**src/rtl/spi_master.sv**
```systemverilog
`default_nettype none
// ============================================================================
//  Module   : spi_master
//  Purpose  : SPI mode-0 master, MSB first, one DATA_W-bit frame per start.
//  Revision : 1.0
// ============================================================================
module spi_master #(
    parameter int DATA_W   = 32,
    parameter int CLK_DIV  = 25,
    parameter int CS_SETUP = 2,
    parameter int CS_HOLD  = 2
) (
    input  logic              clk_i,
    input  logic              reset_i,
    input  logic              start_i,
    input  logic [DATA_W-1:0] tx_data_i,
    output logic              busy_o,
    output logic              done_o,
    output logic [DATA_W-1:0] rx_data_o,
    output logic              sclk_o,
    output logic              cs_n_o,
    output logic              mosi_o,
    input  logic              miso_i
);

    localparam int c_CS_MAX = (CS_SETUP > CS_HOLD) ? CS_SETUP : CS_HOLD;
    localparam int c_CNT_W  = (c_CS_MAX > 1) ? $clog2(c_CS_MAX) : 1;
    localparam int c_DIV_W  = (CLK_DIV > 1) ? $clog2(CLK_DIV) : 1;
    localparam int c_BIT_W  = $clog2(DATA_W + 1);

    localparam logic [c_CNT_W-1:0] c_SETUP_LAST = c_CNT_W'(CS_SETUP - 1);
    localparam logic [c_CNT_W-1:0] c_HOLD_LAST  = c_CNT_W'(CS_HOLD - 1);
    localparam logic [c_CNT_W-1:0] c_CNT_ONE    = c_CNT_W'(1);
    localparam logic [c_DIV_W-1:0] c_DIV_LAST   = c_DIV_W'(CLK_DIV - 1);
    localparam logic [c_DIV_W-1:0] c_DIV_ONE    = c_DIV_W'(1);
    localparam logic [c_BIT_W-1:0] c_BIT_LAST   = c_BIT_W'(DATA_W);
    localparam logic [c_BIT_W-1:0] c_BIT_ONE    = c_BIT_W'(1);

    typedef enum logic [1:0] {
        S_IDLE  = 2'd0,
        S_SETUP = 2'd1,
        S_XFER  = 2'd2,
        S_HOLD  = 2'd3
    } state_t;

    state_t              state_q;
    logic [c_CNT_W-1:0]  cnt_q;
    logic [c_DIV_W-1:0]  div_q;
    logic [c_BIT_W-1:0]  bit_q;
    logic [DATA_W-1:0]   tx_q;
    logic [DATA_W-1:0]   rx_q;
    logic                busy_q;
    logic                done_q;
    logic [DATA_W-1:0]   rx_data_q;
    logic                sclk_q;
    logic                cs_n_q;
    logic                mosi_q;

    logic [DATA_W-1:0]   tx_d;
    logic [DATA_W-1:0]   rx_d;
    logic [c_BIT_W-1:0]  bit_d;

    // Shift helpers written without part-selects so DATA_W=1 stays legal.
    always_comb begin
        tx_d    = tx_q << 1;
        rx_d    = rx_q << 1;
        rx_d[0] = miso_i;
        bit_d   = bit_q + c_BIT_ONE;
    end

    always_ff @(posedge clk_i) begin
        if (reset_i) begin
            state_q   <= S_IDLE;
            cnt_q     <= '0;
            div_q     <= '0;
            bit_q     <= '0;
            tx_q      <= '0;
            rx_q      <= '0;
            busy_q    <= 1'b0;
            done_q    <= 1'b0;
            rx_data_q <= '0;
            sclk_q    <= 1'b0;
            cs_n_q    <= 1'b1;
            mosi_q    <= 1'b0;
        end else begin
            done_q <= 1'b0;
            case (state_q)
                S_IDLE: begin
                    if (start_i) begin
                        tx_q    <= tx_data_i;
                        mosi_q  <= tx_data_i[DATA_W-1];
                        cs_n_q  <= 1'b0;
                        busy_q  <= 1'b1;
                        cnt_q   <= '0;
                        state_q <= S_SETUP;
                    end
                end
                S_SETUP: begin
                    if (cnt_q == c_SETUP_LAST) begin
                        cnt_q   <= '0;
                        div_q   <= '0;
                        bit_q   <= '0;
                        state_q <= S_XFER;
                    end else begin
                        cnt_q <= cnt_q + c_CNT_ONE;
                    end
                end
                S_XFER: begin
                    if (div_q == c_DIV_LAST) begin
                        div_q  <= '0;
                        sclk_q <= ~sclk_q;
                        if (!sclk_q) begin
                            rx_q <= rx_d;
                        end else begin
                            // Falling edge: advance to the next bit, or stop with mosi untouched.
                            bit_q <= bit_d;
                            if (bit_d == c_BIT_LAST) begin
                                cnt_q   <= '0;
                                state_q <= S_HOLD;
                            end else begin
                                tx_q   <= tx_d;
                                mosi_q <= tx_d[DATA_W-1];
                            end
                        end
                    end else begin
                        div_q <= div_q + c_DIV_ONE;
                    end
                end
                S_HOLD: begin
                    if (cnt_q == c_HOLD_LAST) begin
                        cnt_q     <= '0;
                        cs_n_q    <= 1'b1;
                        busy_q    <= 1'b0;
                        done_q    <= 1'b1;
                        rx_data_q <= rx_q;
                        mosi_q    <= 1'b0;
                        state_q   <= S_IDLE;
                    end else begin
                        cnt_q <= cnt_q + c_CNT_ONE;
                    end
                end
                default: state_q <= S_IDLE;
            endcase
        end
    end

    assign busy_o    = busy_q;
    assign done_o    = done_q;
    assign rx_data_o = rx_data_q;
    assign sclk_o    = sclk_q;
    assign cs_n_o    = cs_n_q;
    assign mosi_o    = mosi_q;

endmodule
`default_nettype wire

```
**config.mk**
```make
export PLATFORM = sky130hd
export DESIGN_NAME = spi_master
export DESIGN_NICKNAME = d
export VERILOG_FILES = /design/src/rtl/spi_master.sv
export SDC_FILE = /design/constraint.sdc
export NUM_CORES = 1
export LEC_CHECK = 0
export CAP_MARGIN = 0
export CORE_ASPECT_RATIO = 0.6
export CORE_MARGIN = 1.5
export CORE_UTILIZATION = 45
export CTS_CLUSTER_SIZE = 20
export DETAILED_ROUTE_END_ITERATION = 16
export PLACE_DENSITY = 0.65
export SLEW_MARGIN = 40
export SYNTH_ARGS = -nofsm -noshare
export SYNTH_HDL_FRONTEND = slang
export SYNTH_SLANG_ARGS = --single-unit
```
**constraint.sdc**
```tcl
create_clock -name clk_i -period 2.3 [get_ports clk_i]
set_clock_uncertainty 0.2 [all_clocks]
set_input_delay 0.23 -clock clk_i [delete_from_list [all_inputs] [get_ports clk_i]]
set_output_delay 0.23 -clock clk_i [all_outputs]
set_load 0.05 [all_outputs]
```
==> results.md, run 1 <==
Global route
- 19.64 mm — first-pass GRT wire length
- 4109 — vias in the first global route
- 0 — antenna violations before repair
- 0 — total congestion overflow
- 20.60% — Total Routing Usage GR
- 59 — maximum number of pins on one net before global-route repair

Power and ir drop
- 0.0007218 V — VDD IR-drop max
- 28.4% — combinational share of power
- 1064 nW/um^2 — areal power density over the cells
- 2.169 nW — static leakage
- 35.5% — Clock power frac
- 4.566 mW — Power Internal
- 2.259 mW — sw power
- 33.10% — switching share of power
- 36.1% — sequential group share of total power

Logic synthesis
- nand2_1 (139), dfxtp_1 (114), a21oi_1 (84) — Synth top cells by count
- 45.71% — portion of synthesized cell area occupied by the leading cell type
- 8.820 um^2 — Syn Area/Cell
- dfxtp_1 (46%), nand2_1 (10%), a21oi_1 (8.4%), o31ai_2 (7.5%), mux2i_1 (6.0%) — dominant cells by area after synthesis
- dfxtp_1 — cell accounting for the most synthesized area
- 566 — post-synthesis cell count
- 0 — yosys warns
- 0 — count of flip-flops with a built-in enable after synthesis
- 4992 um^2 — netlist area before placement
- 610 — syn nets
- 45.71% — share of synthesized area occupied by flip-flops and latches
- 43 — number of library cell types mapped by synthesis
- 0% — async set or reset register ratio after synthesis
- dfxtp_1 — Post-synth top flop
- nand2_1 — most frequently used cell type in the post-synthesis netlist
- 114 — post-synthesis sequential element count

Worst setup path
- 860 ps — delay contributed by the slowest stage of the critical path
- 1 — WP buf/inv
- 1870 ps — endpoint required time on the critical path
- sclk_o$_SDFFE_PP0P_ — worst setup path startpoint
- clkdlybuf4s50_1 — CP max-delay cell
- clkdlybuf4s50_1 — sequence of cells on the critical path
- 8 — maximum fanout along the worst path
- 1780 ps — Crit path arrival time
- reg2out — Critical Setup Path Class
- bit_q[0]$_SDFFE_PP0P_ — startpoint of the worst register-to-register path
- output port — type of destination of the critical path
- register — CP startpoint kind
- buffers and inverters — largest delay contributor family on the critical path

STA
- 453.4 MHz — Fmax
- 0 — final setup fails
- 54.32% — worst slew margin relative to its limit
- 2206 ps — shortest period the worst path allows
- 0 — number of failing hold endpoints at the final stage
- 0 ps — setup_tns
- 176.7 ps — Hold WS
- false — RSZ-0062 raised after global routing
- 95.90% — Tcrit/Tclk final
- 0 — max-slew violation total from the final report
- 685.2 ps — Least-Margin Pin Slew

Flow run
- 0 — number of max-cap violations

Final layout
- 28.55% — Area growth, synth to finish
- 13.84% — share of final-layout standard cells stronger than drive strength 1
- 0 — Antenna diodes
- 675 — Final Net Count

Status
- complete, no violations — outcome

Clocking
- 50 ps — clock transition time at the flip-flop clock pins of the worst setup and hold paths
- 410 ps — clock insertion delay at the later pin of the skew report
- 4 — H-tree lvl count
- clkbuf_16 — cell chosen for the clock root
- 0 — post-CTS repair timing setup buffer count
- 2 — CTS max path bufs
- 17 — clock buffers created by TritonCTS
- built — TritonCTS clock tree
- 114 — CTS sink count

Die
- 29 — site row count
- 139.0 um — overall die width
- 10670 um^2 — Core ar.
- 11760 um^2 — Die Outline Area
- 84.59 um — die boundary height
- 73 — IO Count
- 46.80% — initial standard-cell utilization of the core

Drt
- 291 — DRT iter0 DRCs
- 11.31 mm — detailed-route wire length
- 0 — Residual DRC
- 14.46 um — final routed wire length divided by cell count
- 5.410 — via density per instance
- 0 — number of nets with antenna violations after detailed routing
- 4231 — Via Count
- 5 — 1st-pass router iterations

Placed design
- 0.7730 — Placer Congestion
- 72 — total of buffers placed on input and output ports
- 7.182 mm — DP HPWL

Hold path
- in2reg — class of the tightest hold or removal check
- reset_i — HP Start

==> flip-flops by register name (all words and copies together), names as in the netlist <==
name and count:
done_o 1, busy_o 1, mosi_o 1, rx_data_o 32, tx_q 31, rx_q 32
cs_n_o 1, cnt_q 1, sclk_o 1, div_q 5, state_q 2, bit_q 6
==> stage by stage <==
stage          total power [mW]  std cells  util (%)  setup slack (ps)  instance area (um^2)
6_report                  6.825        782     60.16             94.39                  6417
5_1_grt                   7.182        782     60.16             17.65                  6417
4_1_cts                   6.837        782     60.08             21.40                  6409
3_5_place_dp              4.381        750     54.89             2.548                  5856
3_3_place_gp              4.324        750     54.89             64.40                  5856
2_1_floorplan             3.950        566         -             329.2                  4992
==> power groups by stage <==
stage	Sequential (mW)	Combinational (mW)	Clock, mW
2_1_floorplan	2.51	1.44	0
3_3_place_gp	2.49	1.84	0
3_5_place_dp	2.50	1.88	0
4_1_cts	2.46	1.92	2.46
5_1_grt	2.50	2.12	2.57
6_report	2.47	1.94	2.42
==> timing repair <==
item                                    CTS  global route
resized for setup                         0             3
cloned                                    1             0
hold buffers                              0             0
hold endpoints to repair                  0             0
endpoints found under the setup margin   13            31
==> cell families (layout without fill, tap and decap cells) <==
kind of cell,after synthesis,count (layout),synth area share [%]
buffers and inverters,52,128,4.661
DFF,114,114,45.71
and+or+nand+nor,229,230,22.98
muxes,31,31,6.241
adders and majority gates,8,8,2.005
AOI/OAI and AO/OA,132,132,18.40
==> final cells by class <==
| type | instances | area (um^2) |
|---|---|---|
| fill | 925 | 4250 |
| multi-input combinational | 401 | 2491 |
| sequential | 114 | 2282 |
| timing repair buffer | 90 | 898.4 |
| clock buffer | 20 | 456.7 |
| tap | 139 | 173.9 |
| clock inverter | 11 | 88.84 |
| inverter | 7 | 26.28 |
==> final timing paths <==
kind,end,slack [ps],depth (start not counted)
setup / recovery,sclk_o,90,1
hold / removal,tx_q[0]$_SDFFE_PP0P_,180,2
setup reg to reg,tx_q[15]$_SDFFE_PP0P_,130,6
hold reg to reg,rx_data_o[16]$_SDFFE_PP0P_,250,2
==> placed cells by master (no fill, tap or decap), types with 2 or more instances in the layout <==
| cell type | n |
|---|---|
| dfxtp_1 | 114 |
| nand4_1 | 3 |
| clkdlybuf4s50_1 | 71 |
| a21oi_1 | 84 |
| o31ai_2 | 30 |
| nand2b_1 | 5 |
| nor3_1 | 4 |
| mux2i_1 | 30 |
| inv_1 | 6 |
| nor2_1 | 14 |
| clkbuf_8 | 2 |
| nand2_1 | 139 |
| buf_12 | 3 |
| ha_1 | 7 |
| and2_4 | 2 |
| nand3_1 | 10 |
| or3_1 | 2 |
| buf_4 | 15 |
| and2_1 | 2 |
| clkinvlp_4 | 2 |
| o21bai_1 | 2 |
| a2bb2oi_1 | 2 |
| clkbuf_16 | 17 |
| o21ai_0 | 7 |
| nor2b_1 | 8 |
| nand4b_1 | 31 |
| clkinv_2 | 7 |
==> per-layer routing <==
metal	global-route usage, %	part of all wire, %	vias to the layer above
met3	5.305	4.4	21
li1	-	-	2117
met2	31.68	45	97
met5	0	0	-
met4	8.333	1.5	0
met1	27.78	50	1996
(Power assumes the default switching activity.)
==> inputs of run 2 (changes only) <==
--- a/config.mk
+++ b/config.mk
@@ -9,6 +9,7 @@
 export CORE_ASPECT_RATIO = 0.6
 export CORE_MARGIN = 1.5
 export CORE_UTILIZATION = 45
+export CTS_BUF_LIST = sky130_fd_sc_hd__clkbuf_4 sky130_fd_sc_hd__clkbuf_8
 export CTS_CLUSTER_SIZE = 20
 export DETAILED_ROUTE_END_ITERATION = 16
 export PLACE_DENSITY = 0.65
==> run 2 against run 1 <==
Net effect:
- worst setup slack better by 30 ps
- non-clock buffer count is the same
- core utilization shrank 1.7 points
- register-to-register slack barely moved
- cell count unchanged
- combinational power is essentially flat
- sequential power about the same
- sequential share of layout area increased by 1.1 points
- clock-buffer cell count did not move
==> results.md, run 2 (synthesis gave the netlist of run 1 again) <==
Status
- complete, no violations — outcome

STA
- 55.10% — worst slew margin relative to its limit
- 124.1 ps — final setup slack of the worst path
- 154.9 ps — Hold WS
- 2176 ps — shortest period the worst path allows
- 673.5 ps — Least-Margin Pin Slew
- 459.6 MHz — Fmax
- 0 — number of failing hold endpoints at the final stage
- 0 — max-slew violation total from the final report
- false — RSZ-0062 raised after global routing
- 94.61% — Tcrit/Tclk final
- 0 — final setup fails
- 0 ps — setup_tns

Die
- 73 — IO Count
- 139.0 um — overall die width
- 29 — site row count
- 46.80% — initial standard-cell utilization of the core
- 84.59 um — die boundary height
- 11760 um^2 — Die Outline Area
- 10670 um^2 — Core ar.

Worst setup path
- reg2reg — Critical Setup Path Class
- 490 ps — delay contributed by the slowest stage of the critical path
- 2260 ps — Crit path arrival time
- ha_1 > nand3_1 > or4_4 > nand4_4 > and2_4 > o31ai_2 — sequence of cells on the critical path
- simple AND/OR/NAND/NOR gates — largest delay contributor family on the critical path
- tx_q[23]$_SDFFE_PP0P_ — capturing point of the worst reg2reg path
- 120 ps — Worst R2R Setup Slack
- bit_q[0]$_SDFFE_PP0P_ — startpoint of the worst register-to-register path
- 6 — worst reg-to-reg path cell count
- register — CP startpoint kind
- or4_4 — CP max-delay cell
- 15 — maximum fanout along the worst path
- 0 — WP buf/inv
- bit_q[0]$_SDFFE_PP0P_ — worst setup path startpoint
- register — type of destination of the critical path
- 2390 ps — endpoint required time on the critical path

Global route
- 0 — antenna violations before repair
- 19.60 mm — first-pass GRT wire length
- 20.44% — Total Routing Usage GR
- 59 — maximum number of pins on one net before global-route repair
- 0 — total congestion overflow
- 4133 — vias in the first global route

Drt
- 238 — DRT iter0 DRCs
- 5 — 1st-pass router iterations
- 0 — Residual DRC
- 11.21 mm — detailed-route wire length
- 4211 — Via Count
- 0 — number of nets with antenna violations after detailed routing
- 14.33 um — final routed wire length divided by cell count
- 5.385 — via density per instance

Placed design
- 7.182 mm — DP HPWL
- 2.548 ps — worst setup slack after placement
- 0.7730 — Placer Congestion
- 5856 um^2 — Cell Area, Placed
- 72 — total of buffers placed on input and output ports

Clocking
- 17 — clock buffers created by TritonCTS
- 114 — CTS sink count
- clkbuf_8 — cell chosen for the clock root
- 4 — H-tree lvl count
- built — TritonCTS clock tree
- 2 — CTS max path bufs
- 70 ps — clock transition time at the flip-flop clock pins of the worst setup and hold paths
- 430 ps — clock insertion delay at the later pin of the skew report

Power and ir drop
- 0.0004629 V — VDD IR-drop max
- 977.9 nW/um^2 — areal power density over the cells
- 6.095 mW — overall power consumption
- 2.103 nW — static leakage

Final layout
- 24.84% — Area growth, synth to finish
- 675 — Final Net Count
- nand2_1 (139), dfxtp_1 (114), a21oi_1 (84), clkdlybuf4s50_1 (70), nand4b_1 (31) — commonest cells after routing, fill and taps aside
- nand2_1 — most frequent standard cell in the layout excluding fill and tap cells
- 6232 um^2 — Layout Cell Area excl Fill
- 956 — Filler cells
- 14.00% — share of final-layout standard cells stronger than drive strength 1
- 0 — Antenna diodes

Hold path
- tx_q[0]$_SDFFE_PP0P_ — hold endpoint
- in2reg — class of the tightest hold or removal check
- 2 — Hold Path Stages
- reset_i — HP Start

Flow run
- 0 — number of max-cap violations

run 2: cell types whose count changed in the layout (fill, tap and decap cells not counted):
cell / previous run / this run
clkbuf_1: 1 / 0
clkbuf_16: 17 / 0
clkbuf_4: 0 / 1
clkbuf_8: 2 / 19
clkdlybuf4s50_1: 71 / 70
dlymetal6s2s_1: 0 / 1
run 2: power breakdown:
part	leakage [nW]	internal, mW	switching [mW]
clock	0.187	0.902	0.796
sequential	0.925	2.28	0.184
combinational	0.992	0.767	1.17
total	2.10	3.95	2.15
run 2: repair_timing:
| action | 4_1_cts | 5_1_grt |
|---|---|---|
| gates cloned | 1 | 0 |
| gates resized for setup | 0 | 4 |
| hold buffers | 0 | 0 |
| setup buffers | 0 | 0 |
| setup endpoints to repair | 13 | 32 |
run 2: how the worst max path moves through the flow:
stage                                  endpoint  slack (ps)  cells after the start
after floorplan           tx_q[10]$_SDFFE_PP0P_         330                      7
after global placement    tx_q[22]$_SDFFE_PP0P_          60                      6
after detailed placement  tx_q[15]$_SDFFE_PP0P_           3                      6
after CTS                  tx_q[8]$_SDFFE_PP0P_          20                      6
after global routing      tx_q[24]$_SDFFE_PP0P_          20                      6
final                     tx_q[23]$_SDFFE_PP0P_         120                      6
run 2: through the flow:
step | std cells | util, %
CTS | 782 | 58.32
global placement | 750 | 54.89
detailed placement | 750 | 54.89
global route | 782 | 58.42
finish | 782 | 58.42
floorplan | 566 | -
run 2: layout make-up:
| class | instances | area, um^2 | share of cell area (%) |
|---|---|---|---|
| Tap cell | 139 | 173.9 | 2.791 |
| Multi-Input combinational cell | 401 | 2491 | 39.97 |
| Inverter | 7 | 26.28 | 0.4216 |
| Sequential cell | 114 | 2282 | 36.62 |
| Clock buffer | 20 | 269.0 | 4.316 |
| Timing Repair Buffer | 90 | 900.9 | 14.45 |
| Clock inverter | 11 | 88.84 | 1.425 |
run 2: layer usage:
metal	up-vias	wire, um	GRT usage [%]
li1	2109	-	-
met1	2008	5626	27.78
met4	0	98	6.913
met2	82	5083	31.77
met3	12	400	5.305
met5	-	0	0
==> inputs of run 3 (changes only) <==
--- a/config.mk
+++ b/config.mk
@@ -12,6 +12,7 @@
 export CTS_BUF_LIST = sky130_fd_sc_hd__clkbuf_4 sky130_fd_sc_hd__clkbuf_8
 export CTS_CLUSTER_SIZE = 20
 export DETAILED_ROUTE_END_ITERATION = 16
+export GPL_ROUTABILITY_DRIVEN = 0
 export PLACE_DENSITY = 0.65
 export SLEW_MARGIN = 40
 export SYNTH_ARGS = -nofsm -noshare
==> results of run 3 <==
No change in the layout: final DEF, timing and power equal those of run 2.
